## src/rtl/ripple_word_sequencer_pkg.sv

```systemverilog
// ripple_word_sequencer_pkg
//   Shared definitions for the nibble-serial add/subtract sequencer:
//   the adder slice width and the controller state encoding.
`timescale 1ns/1ps
package ripple_word_sequencer_pkg;

    localparam int NIBBLE_W = 4;

    typedef enum logic [1:0] {
        ST_IDLE = 2'd0,
        ST_RUN  = 2'd1,
        ST_DONE = 2'd2
    } state_e;

endpackage

```

## src/rtl/ripple_word_sequencer_adder.sv

```systemverilog
// RippleAdder_4
//   Combinational 4-bit ripple-carry adder: {cout, sum} = a + b + cin.
//   Ports:
//     a, b  in  4  addends
//     cin   in  1  carry in
//     sum   out 4  sum
//     cout  out 1  carry out of bit 3
`timescale 1ns/1ps
module RippleAdder_4
    import ripple_word_sequencer_pkg::*;
(
    input  logic [NIBBLE_W-1:0] a,
    input  logic [NIBBLE_W-1:0] b,
    input  logic                cin,
    output logic [NIBBLE_W-1:0] sum,
    output logic                cout
);

    logic [NIBBLE_W:0] c;

    always_comb begin
        c    = '0;
        sum  = '0;
        c[0] = cin;
        for (int unsigned i = 0; i < NIBBLE_W; i++) begin
            sum[i]   = a[i] ^ b[i] ^ c[i];
            c[i + 1] = (a[i] & b[i]) | (a[i] & c[i]) | (b[i] & c[i]);
        end
        cout = c[NIBBLE_W];
    end

endmodule

```

## src/rtl/ripple_word_sequencer.sv

```systemverilog
// ripple_word_sequencer
//   Computes a WIDTH-bit add (a+b+cin) or subtract (a-b) with a single 4-bit
//   ripple adder, one nibble per clock, LS nibble first. The carry between
//   nibbles is held in a flop. Request side is valid/ready, result side is
//   valid/ready with the result held until taken.
//   Ports:
//     clk, rst            clock (rising edge), async active-high reset
//     in_valid/in_ready   request handshake; a, b, sub, cin sampled on accept
//     out_valid/out_ready result handshake
//     sum, cout, ovf      result, final carry (sub: 1 = no borrow), signed overflow
//     busy                high while an operation is running or awaiting pickup
`timescale 1ns/1ps
module ripple_word_sequencer
    import ripple_word_sequencer_pkg::*;
#(
    parameter int WIDTH = 16
) (
    input  logic             clk,
    input  logic             rst,
    input  logic             in_valid,
    output logic             in_ready,
    input  logic             sub,
    input  logic [WIDTH-1:0] a,
    input  logic [WIDTH-1:0] b,
    input  logic             cin,
    output logic             out_valid,
    input  logic             out_ready,
    output logic [WIDTH-1:0] sum,
    output logic             cout,
    output logic             ovf,
    output logic             busy
);

    localparam int NIBBLES = WIDTH / NIBBLE_W;
    localparam int CNT_W   = (NIBBLES > 1) ? $clog2(NIBBLES) : 1;
    localparam logic [CNT_W-1:0] LAST_CNT = CNT_W'(NIBBLES - 1);
    localparam int MSB = WIDTH - 1;

    state_e             state_q, state_d;
    logic [CNT_W-1:0]   cnt_q, cnt_d;
    logic               carry_q, carry_d;
    logic [WIDTH-1:0]   a_q, a_d;
    logic [WIDTH-1:0]   b_q, b_d;         // b already inverted for subtract
    logic [WIDTH-1:0]   work_q, work_d;   // partial result, not visible outside
    logic [WIDTH-1:0]   sum_q, sum_d;
    logic               cout_q, cout_d;
    logic               ovf_q, ovf_d;

    logic [NIBBLE_W-1:0] add_a, add_b, add_sum;
    logic                add_cout;

    assign add_a = a_q[NIBBLE_W*cnt_q +: NIBBLE_W];
    assign add_b = b_q[NIBBLE_W*cnt_q +: NIBBLE_W];

    RippleAdder_4 u_adder (
        .a    (add_a),
        .b    (add_b),
        .cin  (carry_q),
        .sum  (add_sum),
        .cout (add_cout)
    );

    always_comb begin
        state_d = state_q;
        cnt_d   = cnt_q;
        carry_d = carry_q;
        a_d     = a_q;
        b_d     = b_q;
        work_d  = work_q;
        sum_d   = sum_q;
        cout_d  = cout_q;
        ovf_d   = ovf_q;

        case (state_q)
            ST_IDLE: begin
                if (in_valid) begin
                    a_d     = a;
                    b_d     = sub ? ~b : b;
                    carry_d = sub ? 1'b1 : cin;
                    cnt_d   = '0;
                    state_d = ST_RUN;
                end
            end
            ST_RUN: begin
                work_d[NIBBLE_W*cnt_q +: NIBBLE_W] = add_sum;
                carry_d = add_cout;
                if (cnt_q == LAST_CNT) begin
                    cnt_d   = '0;
                    state_d = ST_DONE;
                    // Output register takes the completed word, including the
                    // nibble produced in this very pass, so sum never shows partials.
                    sum_d   = work_d;
                    cout_d  = add_cout;
                    ovf_d   = (a_q[MSB] == b_q[MSB]) & (add_sum[NIBBLE_W-1] != a_q[MSB]);
                end else begin
                    cnt_d = cnt_q + 1'b1;
                end
            end
            ST_DONE: begin
                if (out_ready) begin
                    state_d = ST_IDLE;
                end
            end
            default: begin
                state_d = ST_IDLE;
            end
        endcase
    end

    always_ff @(posedge clk or posedge rst) begin
        if (rst) begin
            state_q <= ST_IDLE;
            cnt_q   <= '0;
            carry_q <= 1'b0;
            a_q     <= '0;
            b_q     <= '0;
            work_q  <= '0;
            sum_q   <= '0;
            cout_q  <= 1'b0;
            ovf_q   <= 1'b0;
        end else begin
            state_q <= state_d;
            cnt_q   <= cnt_d;
            carry_q <= carry_d;
            a_q     <= a_d;
            b_q     <= b_d;
            work_q  <= work_d;
            sum_q   <= sum_d;
            cout_q  <= cout_d;
            ovf_q   <= ovf_d;
        end
    end

    assign in_ready  = (state_q == ST_IDLE);
    assign out_valid = (state_q == ST_DONE);
    assign busy      = (state_q != ST_IDLE);
    assign sum       = sum_q;
    assign cout      = cout_q;
    assign ovf       = ovf_q;

endmodule

```

## config.mk

```make
export PLATFORM = sky130hd
export DESIGN_NAME = ripple_word_sequencer
export DESIGN_NICKNAME = d
export VERILOG_FILES = /design/src/rtl/ripple_word_sequencer_pkg.sv /design/src/rtl/ripple_word_sequencer_adder.sv /design/src/rtl/ripple_word_sequencer.sv
export SDC_FILE = /design/constraint.sdc
export NUM_CORES = 1
export LEC_CHECK = 0
export CAP_MARGIN = 30
export CORE_MARGIN = 1.5
export CORE_UTILIZATION = 55
export CTS_BUF_LIST = sky130_fd_sc_hd__clkbuf_16
export DETAILED_ROUTE_END_ITERATION = 10
export HOLD_SLACK_MARGIN = 0.06
export PLACE_DENSITY = 0.88
export SLEW_MARGIN = 20
export SYNTH_ARGS = -nofsm -noshare
export SYNTH_HDL_FRONTEND = slang
export SYNTH_HIERARCHICAL = 1
export SYNTH_SLANG_ARGS = --single-unit
```

## constraint.sdc

```tcl
create_clock -name clk -period 11 [get_ports clk]
set_input_delay 2.2 -clock clk [delete_from_list [all_inputs] [get_ports clk]]
set_output_delay 2.2 -clock clk [all_outputs]
set_load 0.05 [all_outputs]
```

### Word level (Yosys, flattened, before mapping)

Cells that the tools add are included.

* bits in registers: 71
* latch bits: 0
* RAM bits: 0
* memory bits (read-only): 0
* bits of input ports: 38
* output and inout port bits: 21
* logic and storage cells: 72
* memories: 0

* add/sub/neg operators: 2
* multipliers: 0
* divide/modulo/power cells: 0
* $lt $le $gt $ge: 0
* equal/unequal tests: 8
* shifts and indexed selects: 4
* mux-type cells: 12
* bitwise operators: 30
* reduce and logical (&&, ||, !) cells: 7

Operators by type and width (number)
* negator 4 -> 34 bit: 1
* variable shift 4 x 34 -> 16 bit (first input constant): 1
* variable part select 4 x 34 -> 16 bit: 1
* variable part select 16 x 5 -> 4 bit: 2
* bitwise mux 16 bit: 1
* two-way mux 16 bit: 1
* inverter 16 bit: 1
* bitwise AND 1 bit: 13
* two-way mux 2 bit: 5
* bitwise OR 1 bit: 8
* bitwise XOR 1 bit: 8
* case mux 2 bit (3 select lines): 1
* AND reduction 2 bit: 3
* == test 2 bit (second input constant): 2
* != test 2 bit (second input constant): 2
* case mux 2 bit (2 select lines): 1
* nonzero test 2 bit: 2
* AND reduction 3 bit: 1
* adder 2 x 1 -> 2 bit (second input constant): 1
* == test 2 x 1 -> 1 bit (second input constant): 1
* logical NOT 2 bit: 1
* two-way mux 1 bit: 2
* != test 2 x 1 -> 1 bit (second input constant): 1
* case mux 1 bit (2 select lines): 1
* other kinds (2): 2

### Longest topological paths before layout

Gate-level depths: netlist of the first run.

* depth after elaboration: 14
* gate-level depth with buffers: 13
* gate-level depth less buffers: 11

### Modules after synthesis

The synthesis of the first run kept the hierarchy.

Modules (own cells, without submodules)
* ripple_word_sequencer: instances 1, cells each 283, area each 3404.5 sq um, seq. area each 1776.7 sq um
* RippleAdder_4: instances 1, cells each 14, area each 117.6 sq um, seq. area each 0.0 sq um

### Least setup slack after synthesis of the first run

No wires, ideal clock.

* kind: reg-to-reg
* start: register cnt_q[0]
* end: register ovf_q (netlist: ovf)
* library setup time: 0.082 ns
* data arrival time: 3.476 ns
* required time: 10.918 ns
* slack: 7.443 ns
* cell stages (with the launch flop): 14
* path buffers: 2
* period minus slack after synthesis: 3.557 ns
* cell sequence: dfrtp_1 -> buf_2 -> mux4_2 -> inv_1 -> fa_1 -> inv_1 -> fa_1 -> fa_1 -> inv_1 -> fa_1 -> inv_1 -> buf_2 -> or3b_2 -> a31oi_1

* word-level cells in the longest chain between the ends: 13
* elaborated cells on any way between the ends: 23
* those cells by class: eq/ne: 2; shift: 2; bitwise: 18; reduce/logical: 1

RTL lines
* from (decl): line ripple_word_sequencer.sv:40 `logic [CNT_W-1:0] cnt_q, cnt_d;`
* from (signal assigned): line ripple_word_sequencer.sv:123 `cnt_q <= cnt_d;`
* variable part select 16 x 5 -> 4 bit *: line ripple_word_sequencer.sv:53 `assign add_b = b_q[NIBBLE_W*cnt_q +: NIBBLE_W];`
* net add_b[0]: line ripple_word_sequencer.sv:49 `logic [NIBBLE_W-1:0] add_a, add_b, add_sum;`
* bitwise AND 1 bit: line ripple_word_sequencer_adder.sv:27 `c[i + 1] = (a[i] & b[i]) | (a[i] & c[i]) | (b[i] & c[i]);`
* bitwise OR 1 bit: line ripple_word_sequencer_adder.sv:27
* bitwise OR 1 bit *: line ripple_word_sequencer_adder.sv:27
* bitwise AND 1 bit: line ripple_word_sequencer_adder.sv:27
* bitwise OR 1 bit: line ripple_word_sequencer_adder.sv:27
* bitwise OR 1 bit *: line ripple_word_sequencer_adder.sv:27
* bitwise AND 1 bit: line ripple_word_sequencer_adder.sv:27
* bitwise OR 1 bit: line ripple_word_sequencer_adder.sv:27
* bitwise OR 1 bit *: line ripple_word_sequencer_adder.sv:27
* bitwise XOR 1 bit *: line ripple_word_sequencer_adder.sv:26 `sum[i] = a[i] ^ b[i] ^ c[i];`
* net add_sum[3]: line ripple_word_sequencer.sv:49
* != test 1 bit *: line ripple_word_sequencer.sv:94 `ovf_d = (a_q[MSB] == b_q[MSB]) & (add_sum[NIBBLE_W-1] != a_q[MSB]);`
* bitwise AND 1 bit *: line ripple_word_sequencer.sv:94
* to (signal assigned): line ripple_word_sequencer.sv:130 `ovf_q <= ovf_d;`
* to (decl): line ripple_word_sequencer.sv:47 `logic ovf_q, ovf_d;`

Mark *: on every way through the listed nets, which the timed path passes. The rest lies on a longest branch.
A chain may end at the register's enable or synchronous reset.

### Worst setup path in the final report of the first run

* start: register state_q[0]
* end: output in_ready

* word-level cells in the longest chain between the ends: 1

RTL lines
* from (decl): line ripple_word_sequencer.sv:39 `state_e state_q, state_d;`
* from (signal assigned): line ripple_word_sequencer.sv:122 `state_q <= state_d;`
* logical NOT 2 bit: line ripple_word_sequencer.sv:134 `assign in_ready = (state_q == ST_IDLE);`
* to (decl): line ripple_word_sequencer.sv:21 `output logic in_ready,`

Every way passes these cells.

==> reports/metrics.cfg, run 1 <==
[outcome]
status = complete, no violations

[synth]
ys_warn_count = 6
ys.flop_type = dfrtp_1
synth_cell_types = 41
syn_area_um2 = 3522
ys_seq_area_share_pct = 50.44
syn_inst = 297
synth_edf_count = 0
syn_nets = 345
synth_seq_cells = 71
syn_avg_cell_area_um2 = 11.86
async_flop_share_pct = 100.0

[floorplanning]
die_w_um = 83.03
die_h_um = 83.03
dieArea_um2 = 6893
io_pins = 59
rows = 28
core_um2 = 6061
start_util_pct = 58.11

[finish]
final_area_um2 = 4436
diodes = 0
fin_cells = 432
layout_common_cells = dfrtp_1, clkdlybuf4s50_1, nor2_1, a21oi_1, mux2_2
fin_nets = 400
area_delta_synth_final_pct = 25.93
layout_commonest_cell = dfrtp_1
drive_above_1_share_pct = 14.57
multiInputGateArea_um2 = 1555
fillCellCount = 419
ff_latch_area_um2 = 1777

[pwr]
switching_share_pct = 43.42
power.density_nw_per_um2 = 361.4
p_leak_nw = 1.869
p_clk_share_pct = 18.9
p_comb_share_pct = 51.5
power_switching_w = 0.0006959
internal-power_w = 0.0009069
seqPwrFrac_pct = 29.5
irDropWorstVdd_v = 0.0002024

[placed_design]
dpl_worst_slack_ns = 7.108
dpl_cell_area_um2 = 4101
gp_congestion = 0.7695
dp_cells = 415
hpwlAfterDp_mm = 4.572
io_buffers = 58

[critical_path]
crit_type = flip-flop to primary output
critPathLaunchType = flip-flop
rr_worst_depth = 11
end_kind = primary output
cp_max_fo = 6
worstReg2RegEnd = ovf
r2r_start = cnt_q[0]
cp.arrival_ns = 1.97
required_ns = 8.80
ff2ff_setup_slack_ns = 7.06

[min_path]
holdCritStartpoint = work_q[2]
hold_class = flip-flop to flip-flop
whs_path_depth = 1
min_to = work_q[2]

[timing]
rsz0062_at_grt = false
max_slew_margin_pct = 39.85
final-hold-violation-count = 0
max_freq_mhz = 239.9
worstMarginPinSlew_ns = 0.8994
setup-tns-final_ns = 0
fin_ws_ns = 6.832
finalClockSkew_ns = 0.006648
period_needed_ns = 4.168
finalSetupViolations = 0
min_period_over_period_pct = 37.89
final_max_slew_viol_count = 0

[flow_run]
cap_violations = 0

[global_route]
met3_usage_pct = 5.567
grt_start_max_net_pins = 72
grt_use_total_pct = 22.36
antenna_found_initial = 0
busiest_layer = met2
gr-total-overflow = 0
gr-usage-met1_pct = 29.88
use_met2_pct = 35.77
first_global_vias = 2395
grt_pass1_wl_mm = 12.09

[routing]
wl_per_cell_um = 16.51
finalWirelength_mm = 7.132
via_per_inst = 5.815
antenna_left = 0
vias = 2512
post-route-drc-count = 0
dr.pass1.iters = 4
drtIter0Drc = 146

[cts]
cts_root_buf = clkbuf_16
clkTransAtPathRegs_ns = 0.05
post-cts-setup-buffers = 0
cts_buffers = 9
ctsHoldBuffers = 0
cts_sinks = 71
post_cts_resize_count = 0
cts_tree = done
clk-insertion-delay-late_ns = 0.33
cts_buffer_depth = 2
htreeDepth = 3

worst max path at each step:
| stage | startpoint | to |
|---|---|---|
| after global placement | in_valid | carry_q |
| after detailed placement | cnt_q[0] | ovf |
| after floorplan | rst | a_q[0] |
| after CTS | state_q[0] | in_ready |
| final | state_q[0] | in_ready |
| after global routing | state_q[0] | in_ready |
metal layers:
layer	routed length (um)	up-vias	part of all wire [%]
met1	3030	1240	42
met3	360	17	5.0
met4	140	0	2.0
met2	3601	95	50
li1	-	1160	-
met5	0	-	0
flip-flops by register name (all words and copies together) (netlist names):
name and cells:
a_q 16, b_q 16, cout 1, ovf 1, carry_q 1, work_q 16, state_q 2, sum 16
cnt_q 2
worst max-delay path: stages, from the launching register on:
cell	delay [ns]
dfrtp_1	0.45
or2_2	0.33
inv_1	0.06
clkdlybuf4s50_1	0.79
logic make-up after synthesis:
logic type / share of synthesized area, %
DFF: 50.44
xor gates and xnor gates: 3.979
and+or+nand+nor: 11.65
AOI/OAI and AO/OA: 11.58
muxes: 12.54
adders and majority gates: 4.405
buffers and inverters: 5.400
power by group through the flow:
| stage | clock network (W) | logic [W] | registers (W) |
|---|---|---|---|
| 2_1_floorplan | 0 | 0.000529 | 0.000543 |
| 3_3_place_gp | 0 | 0.000787 | 0.000466 |
| 3_5_place_dp | 0 | 0.000810 | 0.000473 |
| 4_1_cts | 0.000307 | 0.000820 | 0.000474 |
| 5_1_grt | 0.000322 | 0.000884 | 0.000491 |
| 6_report | 0.000303 | 0.000826 | 0.000473 |
synthesized netlist by cell type (all sizes together), types with 2 or more instances:
library cell	number	area (um^2)
a21o	2	15.01
a21oi	25	125.1
a31oi	5	31.28
a32o	16	160.2
and2b	2	15.01
and3b	2	17.52
buf	20	130.1
dfrtp	71	1777
fa	4	80.08
ha	6	75.07
inv	16	60.06
mux2	17	191.4
mux2i	7	70.07
mux4	8	180.2
nand2	10	40.04
nand2b	4	25.02
nand3b	2	15.01
nand4	4	25.02
nor2	27	101.4
nor2b	11	68.82
nor3b	2	37.54
o21ai	7	35.03
xnor2	16	140.1
layout make-up:
cell class                 instances  area share (%)
clock buffer                       9           5.078
clock inverter                     7           2.003
inverter                          16           1.354
multi-input combinational        190           35.06
sequential                        71           40.06
tap                               75           2.116
timing repair buffer              64           14.33
metrics by stage:
stage	total power [W]	utilization (%)	hold slack (ns)
finish	0.001603	73.18	0.4826
CTS	0.001601	72.85	0.4859
floorplan	0.001072	-	0.4582
global placement	0.001252	67.59	0.4658
global route	0.001697	73.18	0.4979
detailed placement	0.001283	67.67	0.4735
Note: power is estimated with default switching activity, not from simulation.
==> run 2: changes to the inputs <==
--- a/config.mk
+++ b/config.mk
@@ -7,11 +7,11 @@
 export LEC_CHECK = 0
 export CAP_MARGIN = 30
 export CORE_MARGIN = 1.5
-export CORE_UTILIZATION = 55
+export CORE_UTILIZATION = 53
 export CTS_BUF_LIST = sky130_fd_sc_hd__clkbuf_16
 export DETAILED_ROUTE_END_ITERATION = 10
 export HOLD_SLACK_MARGIN = 0.06
-export PLACE_DENSITY = 0.88
+export PLACE_DENSITY = 0.86
 export SLEW_MARGIN = 20
 export SYNTH_ARGS = -nofsm -noshare
 export SYNTH_HDL_FRONTEND = slang
==> constraint.sdc (replaced) <==
create_clock -name clk -period 4.1 [get_ports clk]
set_input_delay 0.82 -clock clk [delete_from_list [all_inputs] [get_ports clk]]
set_output_delay 0.82 -clock clk [all_outputs]
set_load 0.05 [all_outputs]
==> run 2 against run 1 <==
  * Register-to-register slack worse by 6.6 ns
  * Critical endpoint is now ovf
  * Clock skew decreased by 0.0018 ns
  * Utilization is 3.8 points lower
  * Setup slack got worse by 6.3 ns
  * Critical path type is now flip-flop to flip-flop
  * Largest power group unchanged
  * Largest cell class unchanged
==> reports/metrics.cfg, run 2 (synthesized netlist as in run 1, its figures left out) <==
[timing]
max_freq_mhz = 276.9
final_max_slew_viol_count = 0  ; unchanged
fin_ws_ns = 0.4888  ; was 6.832 ns
max_slew_margin_pct = 40.44  ; was 39.85%
rsz0062_at_grt = false  ; unchanged
worstMarginPinSlew_ns = 0.8906  ; was 0.8994 ns
min_period_over_period_pct = 88.08
period_needed_ns = 3.611
finalSetupViolations = 0  ; unchanged
finalClockSkew_ns = 0.004835  ; was 0.006648 ns
setup-tns-final_ns = 0  ; unchanged
final-hold-violation-count = 0  ; unchanged

[routing]
drtIter0Drc = 163  ; was 146
wl_per_cell_um = 16.87  ; was 16.51 um
dr.pass1.iters = 4  ; unchanged
via_per_inst = 5.722  ; was 5.815
antenna_left = 0  ; unchanged
finalWirelength_mm = 7.340  ; was 7.132 mm
vias = 2489  ; was 2512
post-route-drc-count = 0  ; unchanged

[placed_design]
gp_congestion = 0.8338  ; was 0.7695
dpl_worst_slack_ns = 0.5459  ; was 7.108 ns
io_buffers = 58  ; unchanged
hpwlAfterDp_mm = 5.035  ; was 4.572 mm
dp_cells = 420  ; was 415

[critical_path]
worstReg2RegEnd = ovf  ; unchanged
cp-startpoint = cnt_q[0]  ; was state_q[0]
critPathLaunchType = flip-flop  ; unchanged
cp_common_cell = fa_1
cp.arrival_ns = 3.86  ; was 1.97 ns
cp_num_buf_inv = 3  ; was 2
required_ns = 4.35  ; was 8.80 ns
crit_type = flip-flop to flip-flop  ; was flip-flop to primary output
critPathSlowestCell = mux4_2  ; was clkdlybuf4s50_1
ff2ff_setup_slack_ns = 0.49  ; was 7.06 ns
r2r_start = cnt_q[0]  ; unchanged
end_kind = flip-flop  ; was primary output
rr_worst_depth = 9  ; was 11
cp_cell_sequence = buf_4 -> mux4_2 -> fa_1 -> fa_1 -> inv_1 -> fa_1 -> inv_1 -> or3b_2 -> a31oi_1  ; was or2_2 -> inv_1 -> clkdlybuf4s50_1
cp_max_fo = 11  ; was 6
slowest_delay_ns = 0.55  ; was 0.79 ns
crit_family = adder cells  ; was buffers and inverters

[floorplanning]
core_um2 = 6386  ; was 6061 um^2
dieArea_um2 = 7144  ; was 6893 um^2
die_h_um = 84.52  ; was 83.03 um
start_util_pct = 55.15  ; was 58.11%
rows = 29  ; was 28
io_pins = 59  ; unchanged
die_w_um = 84.52  ; was 83.03 um

[finish]
fin_cells = 435  ; was 432
layout_common_cells = dfrtp_1, clkdlybuf4s50_1, nor2_1, a21oi_1, mux2_2  ; unchanged
layout_commonest_cell = dfrtp_1  ; unchanged
ff_latch_area_um2 = 1777  ; unchanged
post-route-util_pct = 69.42  ; was 73.18%
area_delta_synth_final_pct = 25.86  ; was 25.93%
multiInputGateArea_um2 = 1562  ; was 1555 um^2
fillCellCount = 451  ; was 419
diodes = 0  ; unchanged
fin_nets = 402  ; was 400
drive_above_1_share_pct = 14.53  ; was 14.57%

[min_path]
min_to = work_q[12]  ; was work_q[2]
hold_class = flip-flop to flip-flop  ; unchanged
holdCritStartpoint = work_q[12]  ; was work_q[2]
whs_path_depth = 1  ; unchanged

[outcome]
status = complete, no violations  ; unchanged

[pwr]
total_power_w = 0.004258  ; was 0.001603 W
p_leak_nw = 1.859  ; was 1.869 nW
seqPwrFrac_pct = 29.0  ; was 29.5%
internal-power_w = 0.002388  ; was 0.0009069 W
irDropWorstVdd_v = 0.0005415  ; was 0.0002024 V
power_switching_w = 0.001870  ; was 0.0006959 W
p_clk_share_pct = 17.3  ; was 18.9%
p_comb_share_pct = 53.7  ; was 51.5%
switching_share_pct = 43.92  ; was 43.42%
power.density_nw_per_um2 = 960.5  ; was 361.4 nW/um^2

[cts]
cts_buffer_depth = 2  ; unchanged
clk-insertion-delay-late_ns = 0.33  ; about the same
cts_sinks = 71  ; unchanged
post_cts_resize_count = 0  ; unchanged
cts_tree = done  ; unchanged
cts_root_buf = clkbuf_16  ; unchanged
clkTransAtPathRegs_ns = 0.05  ; about the same
cts_buffers = 9  ; unchanged
post-cts-setup-buffers = 0  ; unchanged
htreeDepth = 3  ; unchanged
ctsHoldBuffers = 0  ; unchanged

[flow_run]
cap_violations = 0  ; unchanged

[global_route]
grt_pass1_wl_mm = 12.70  ; was 12.09 mm
antenna_found_initial = 0  ; unchanged
first_global_vias = 2642  ; was 2395
gr-total-overflow = 0  ; unchanged
grt_use_total_pct = 22.96  ; was 22.36%
grt_start_max_net_pins = 34  ; was 72

## run 2: metrics by stage
stage | instance area, um^2 | hold slack (ns)
6_report | 4433 | 0.4858
5_1_grt | 4433 | 0.5061
4_1_cts | 4427 | 0.4863
3_5_place_dp | 4149 | 0.4731
3_3_place_gp | 4121 | 0.4668
2_1_floorplan | 3522 | 0.4582
## run 2: layout make-up
type | instances | area share [%]
Tap cell | 77 | 2.173
Multi-Input combinational cell | 190 | 35.22
Clock buffer | 9 | 5.080
Timing Repair Buffer | 66 | 14.90
Sequential cell | 71 | 40.08
Clock inverter | 6 | 1.185
Inverter | 16 | 1.355
## run 2: how the worst max path moves through the flow
stage          endpoint  slack (ns)  depth (start not counted)
2_1_floorplan       ovf        0.54                         13
3_3_place_gp        ovf        0.62                          9
3_5_place_dp        ovf        0.55                          9
4_1_cts             ovf        0.50                          9
5_1_grt             ovf        0.34                          9
6_report            ovf        0.49                          9
## run 2: worst register-to-register path, stage by stage, from the launching register on
cell and delay (ns):
dfrtp_1 0.49, buf_4 0.28, mux4_2 0.55, fa_1 0.45, fa_1 0.38, inv_1 0.08
fa_1 0.41, inv_1 0.26, or3b_2 0.47, a31oi_1 0.16
## run 2: power by group through the flow
stage                     Combinational, W  Sequential (W)  Clock (W)
after floorplan                    0.00142         0.00146          0
after global placement             0.00217         0.00122          0
after detailed placement           0.00224         0.00124          0
after CTS                          0.00227         0.00123   0.000742
after global routing               0.00245         0.00128   0.000779
final                              0.00229         0.00123   0.000737
## run 2: routing by layer
| layer | GRT usage [%] | up-vias | share of wire (%) |
|---|---|---|---|
| met5 | 0 | - | 0 |
| met4 | 12.76 | 0 | 3.1 |
| met3 | 4.720 | 23 | 5.5 |
| met2 | 36.94 | 91 | 50 |
| met1 | 29.16 | 1217 | 41 |
| li1 | - | 1158 | - |
==> run 3: changes to the inputs <==
--- a/config.mk
+++ b/config.mk
@@ -10,6 +10,7 @@
 export CORE_UTILIZATION = 53
 export CTS_BUF_LIST = sky130_fd_sc_hd__clkbuf_16
 export DETAILED_ROUTE_END_ITERATION = 10
+export GPL_TIMING_DRIVEN = 0
 export HOLD_SLACK_MARGIN = 0.06
 export PLACE_DENSITY = 0.86
 export SLEW_MARGIN = 20
==> constraint.sdc (replaced) <==
create_clock -name clk -period 4.1 [get_ports clk]
set_input_delay 1.23 -clock clk [delete_from_list [all_inputs] [get_ports clk]]
set_output_delay 1.23 -clock clk [all_outputs]
set_load 0.05 [all_outputs]
==> run 3 against run 2 <==
  * Utilization increased by 0.71 points
  * Maximum frequency fell by 6.6%
  * Critical path depth increased by 4
  * Sequential power is essentially flat
  * Total power grew 1.1%
  * Clock power fell by 7.7%
  * Clock skew is 0.0017 ns lower
  * Die area is the same
  * Flip-flop and latch count did not move
  * First-iteration DRC count down 31%
  * Sequential share of layout area shrank 0.40 points
  * Largest power group unchanged
==> reports/metrics.cfg, run 3 (synthesized netlist as in run 1, its figures left out) <==
[critical_path]
crit_family = adder cells  ; unchanged
worstReg2RegEnd = ovf  ; unchanged
r2r_start = cnt_q[0]  ; unchanged
path_depth = 13  ; was 9
cp_max_fo = 10  ; was 11
ff2ff_setup_slack_ns = 0.23  ; was 0.49 ns
cp-startpoint = cnt_q[0]  ; unchanged
cp_num_buf_inv = 6  ; was 3
rr_worst_depth = 13  ; was 9
cp.arrival_ns = 4.12  ; was 3.86 ns
critPathLaunchType = flip-flop  ; unchanged
slowest_delay_ns = 0.52  ; was 0.55 ns
critPathSlowestCell = mux4_2  ; unchanged
crit_path_end = ovf  ; unchanged
crit_type = flip-flop to flip-flop  ; unchanged
cp_cell_sequence = clkbuf_4 -> mux4_2 -> inv_1 -> fa_1 -> inv_1 -> fa_1 -> fa_1 -> inv_1 -> fa_1 -> inv_1 -> buf_2 -> or3b_2 -> a31oi_1  ; was buf_4 -> mux4_2 -> fa_1 -> fa_1 -> inv_1 -> fa_1 -> inv_1 -> or3b_2 -> a31oi_1
end_kind = flip-flop  ; unchanged
required_ns = 4.35  ; about the same

[pwr]
internal-power_w = 0.002376  ; was 0.002388 W
power.density_nw_per_um2 = 960.9  ; was 960.5 nW/um^2
p_leak_nw = 1.911  ; was 1.859 nW
irDropWorstVdd_v = 0.0005918  ; was 0.0005415 V
p_comb_share_pct = 55.9  ; was 53.7%
seqPwrFrac_pct = 28.3  ; was 29.0%
power_switching_w = 0.001927  ; was 0.001870 W
switching_share_pct = 44.77  ; was 43.92%
p_clk_share_pct = 15.8  ; was 17.3%

[floorplanning]
core_um2 = 6386  ; unchanged
die_h_um = 84.52  ; unchanged
io_pins = 59  ; unchanged
dieArea_um2 = 7144  ; unchanged
die_w_um = 84.52  ; unchanged
rows = 29  ; unchanged
start_util_pct = 55.15  ; unchanged

[placed_design]
dpl_worst_slack_ns = 0.1889  ; was 0.5459 ns
dpl_cell_area_um2 = 4219  ; was 4149 um^2
gp_congestion = 0.8442  ; was 0.8338
io_buffers = 57  ; was 58
hpwlAfterDp_mm = 5.191  ; was 5.035 mm

[global_route]
grt_pass1_wl_mm = 12.62  ; was 12.70 mm
antenna_found_initial = 0  ; unchanged
grt_start_max_net_pins = 61  ; was 34
gr-total-overflow = 0  ; unchanged
grt_use_total_pct = 22.84  ; was 22.96%
first_global_vias = 2610  ; was 2642

[routing]
post-route-drc-count = 0  ; unchanged
antenna_left = 0  ; unchanged
finalWirelength_mm = 7.354  ; was 7.340 mm
dr.pass1.iters = 4  ; unchanged
via_per_inst = 5.624  ; was 5.722
drtIter0Drc = 112  ; was 163
wl_per_cell_um = 16.45  ; was 16.87 um
vias = 2514  ; was 2489

[finish]
final_area_um2 = 4478  ; was 4433 um^2
area_delta_synth_final_pct = 27.14  ; was 25.86%
drive_above_1_share_pct = 17.30  ; was 14.53%
layout_commonest_cell = dfrtp_1  ; unchanged
layout_common_cells = dfrtp_1, clkdlybuf4s50_1, nor2_1, a21oi_1  ; was dfrtp_1, clkdlybuf4s50_1, nor2_1, a21oi_1, mux2_2
fin_nets = 414  ; was 402
diodes = 0  ; unchanged

[cts]
cts_tree = done  ; unchanged
cts_sinks = 71  ; unchanged
cts_buffers = 9  ; unchanged
clk-insertion-delay-late_ns = 0.33  ; about the same
clkTransAtPathRegs_ns = 0.05  ; about the same
cts_root_buf = clkbuf_16  ; unchanged
htreeDepth = 3  ; unchanged
cts_buffer_depth = 2  ; unchanged

[timing]
final-hold-violation-count = 0  ; unchanged
rsz0062_at_grt = false  ; unchanged
final_max_slew_viol_count = 0  ; unchanged
max_slew_margin_pct = 65.95  ; was 40.44%
finalSetupViolations = 0  ; unchanged
finalClockSkew_ns = 0.003156  ; was 0.004835 ns
worstMarginPinSlew_ns = 0.5091  ; was 0.8906 ns
fin_ws_ns = 0.2316  ; was 0.4888 ns
max_freq_mhz = 258.5  ; was 276.9 MHz
period_needed_ns = 3.868  ; was 3.611 ns
min_period_over_period_pct = 94.35  ; was 88.08%

[flow_run]
cap_violations = 0  ; unchanged

[min_path]
hold_class = flip-flop to flip-flop  ; unchanged

[outcome]
status = complete, no violations  ; unchanged

run 3: what timing repair did:
item                                    CTS  global route
setup buffers                             0             0
resized for setup                         0             1
hold buffers                              0             0
endpoints found under the setup margin    0             1
run 3: worst min-delay path by stage:
stage,endpoint,slack [ns],cells after the start,startpoint
global route,work_q[3],0.51,1,work_q[3]
floorplan,work_q[0],0.46,1,work_q[0]
finish,work_q[0],0.49,1,work_q[0]
CTS,work_q[0],0.49,1,work_q[0]
global placement,work_q[9],0.47,1,work_q[9]
detailed placement,work_q[0],0.47,1,work_q[0]
run 3: power groups by stage:
stage / clock network, W / registers [W] / logic [W]
after CTS: 0.000690 / 0.00122 / 0.00240
after detailed placement: 0 / 0.00123 / 0.00237
after global routing: 0.000723 / 0.00126 / 0.00258
final: 0.000680 / 0.00122 / 0.00241
after floorplan: 0 / 0.00146 / 0.00142
after global placement: 0 / 0.00120 / 0.00230
run 3: final cells by class:
| type | count | area, um^2 |
|---|---|---|
| buffer | 20 | 132.6 |
| clock buffer | 9 | 225.2 |
| clock inverter | 6 | 31.28 |
| fill | 456 | 1908 |
| inverter | 16 | 62.56 |
| multi-input combinational | 190 | 1555 |
| sequential | 71 | 1777 |
| tap | 77 | 96.34 |
| timing repair buffer | 58 | 598.1 |
run 3: metrics by stage:
stage | cells | hold slack, ns | power (W) | util, % | setup TNS [ns]
floorplan | 297 | 0.4582 | 0.002876 | - | 0
CTS | 447 | 0.4861 | 0.004308 | 70.08 | 0
finish | 447 | 0.4862 | 0.004303 | 70.12 | 0
global placement | 431 | 0.4671 | 0.003502 | 65.60 | -0.3400
global route | 447 | 0.5136 | 0.004560 | 70.12 | 0
detailed placement | 432 | 0.4742 | 0.003601 | 66.07 | 0
run 3: per-layer routing:
| layer | track usage [%] | share of wire, % | vias up |
|---|---|---|---|
| met2 | 37.45 | 51 | 80 |
| li1 | - | - | 1186 |
| met1 | 30.20 | 43 | 1235 |
| met3 | 4.720 | 4.8 | 13 |
| met5 | 0 | 0 | - |
| met4 | 8.651 | 1.6 | 0 |
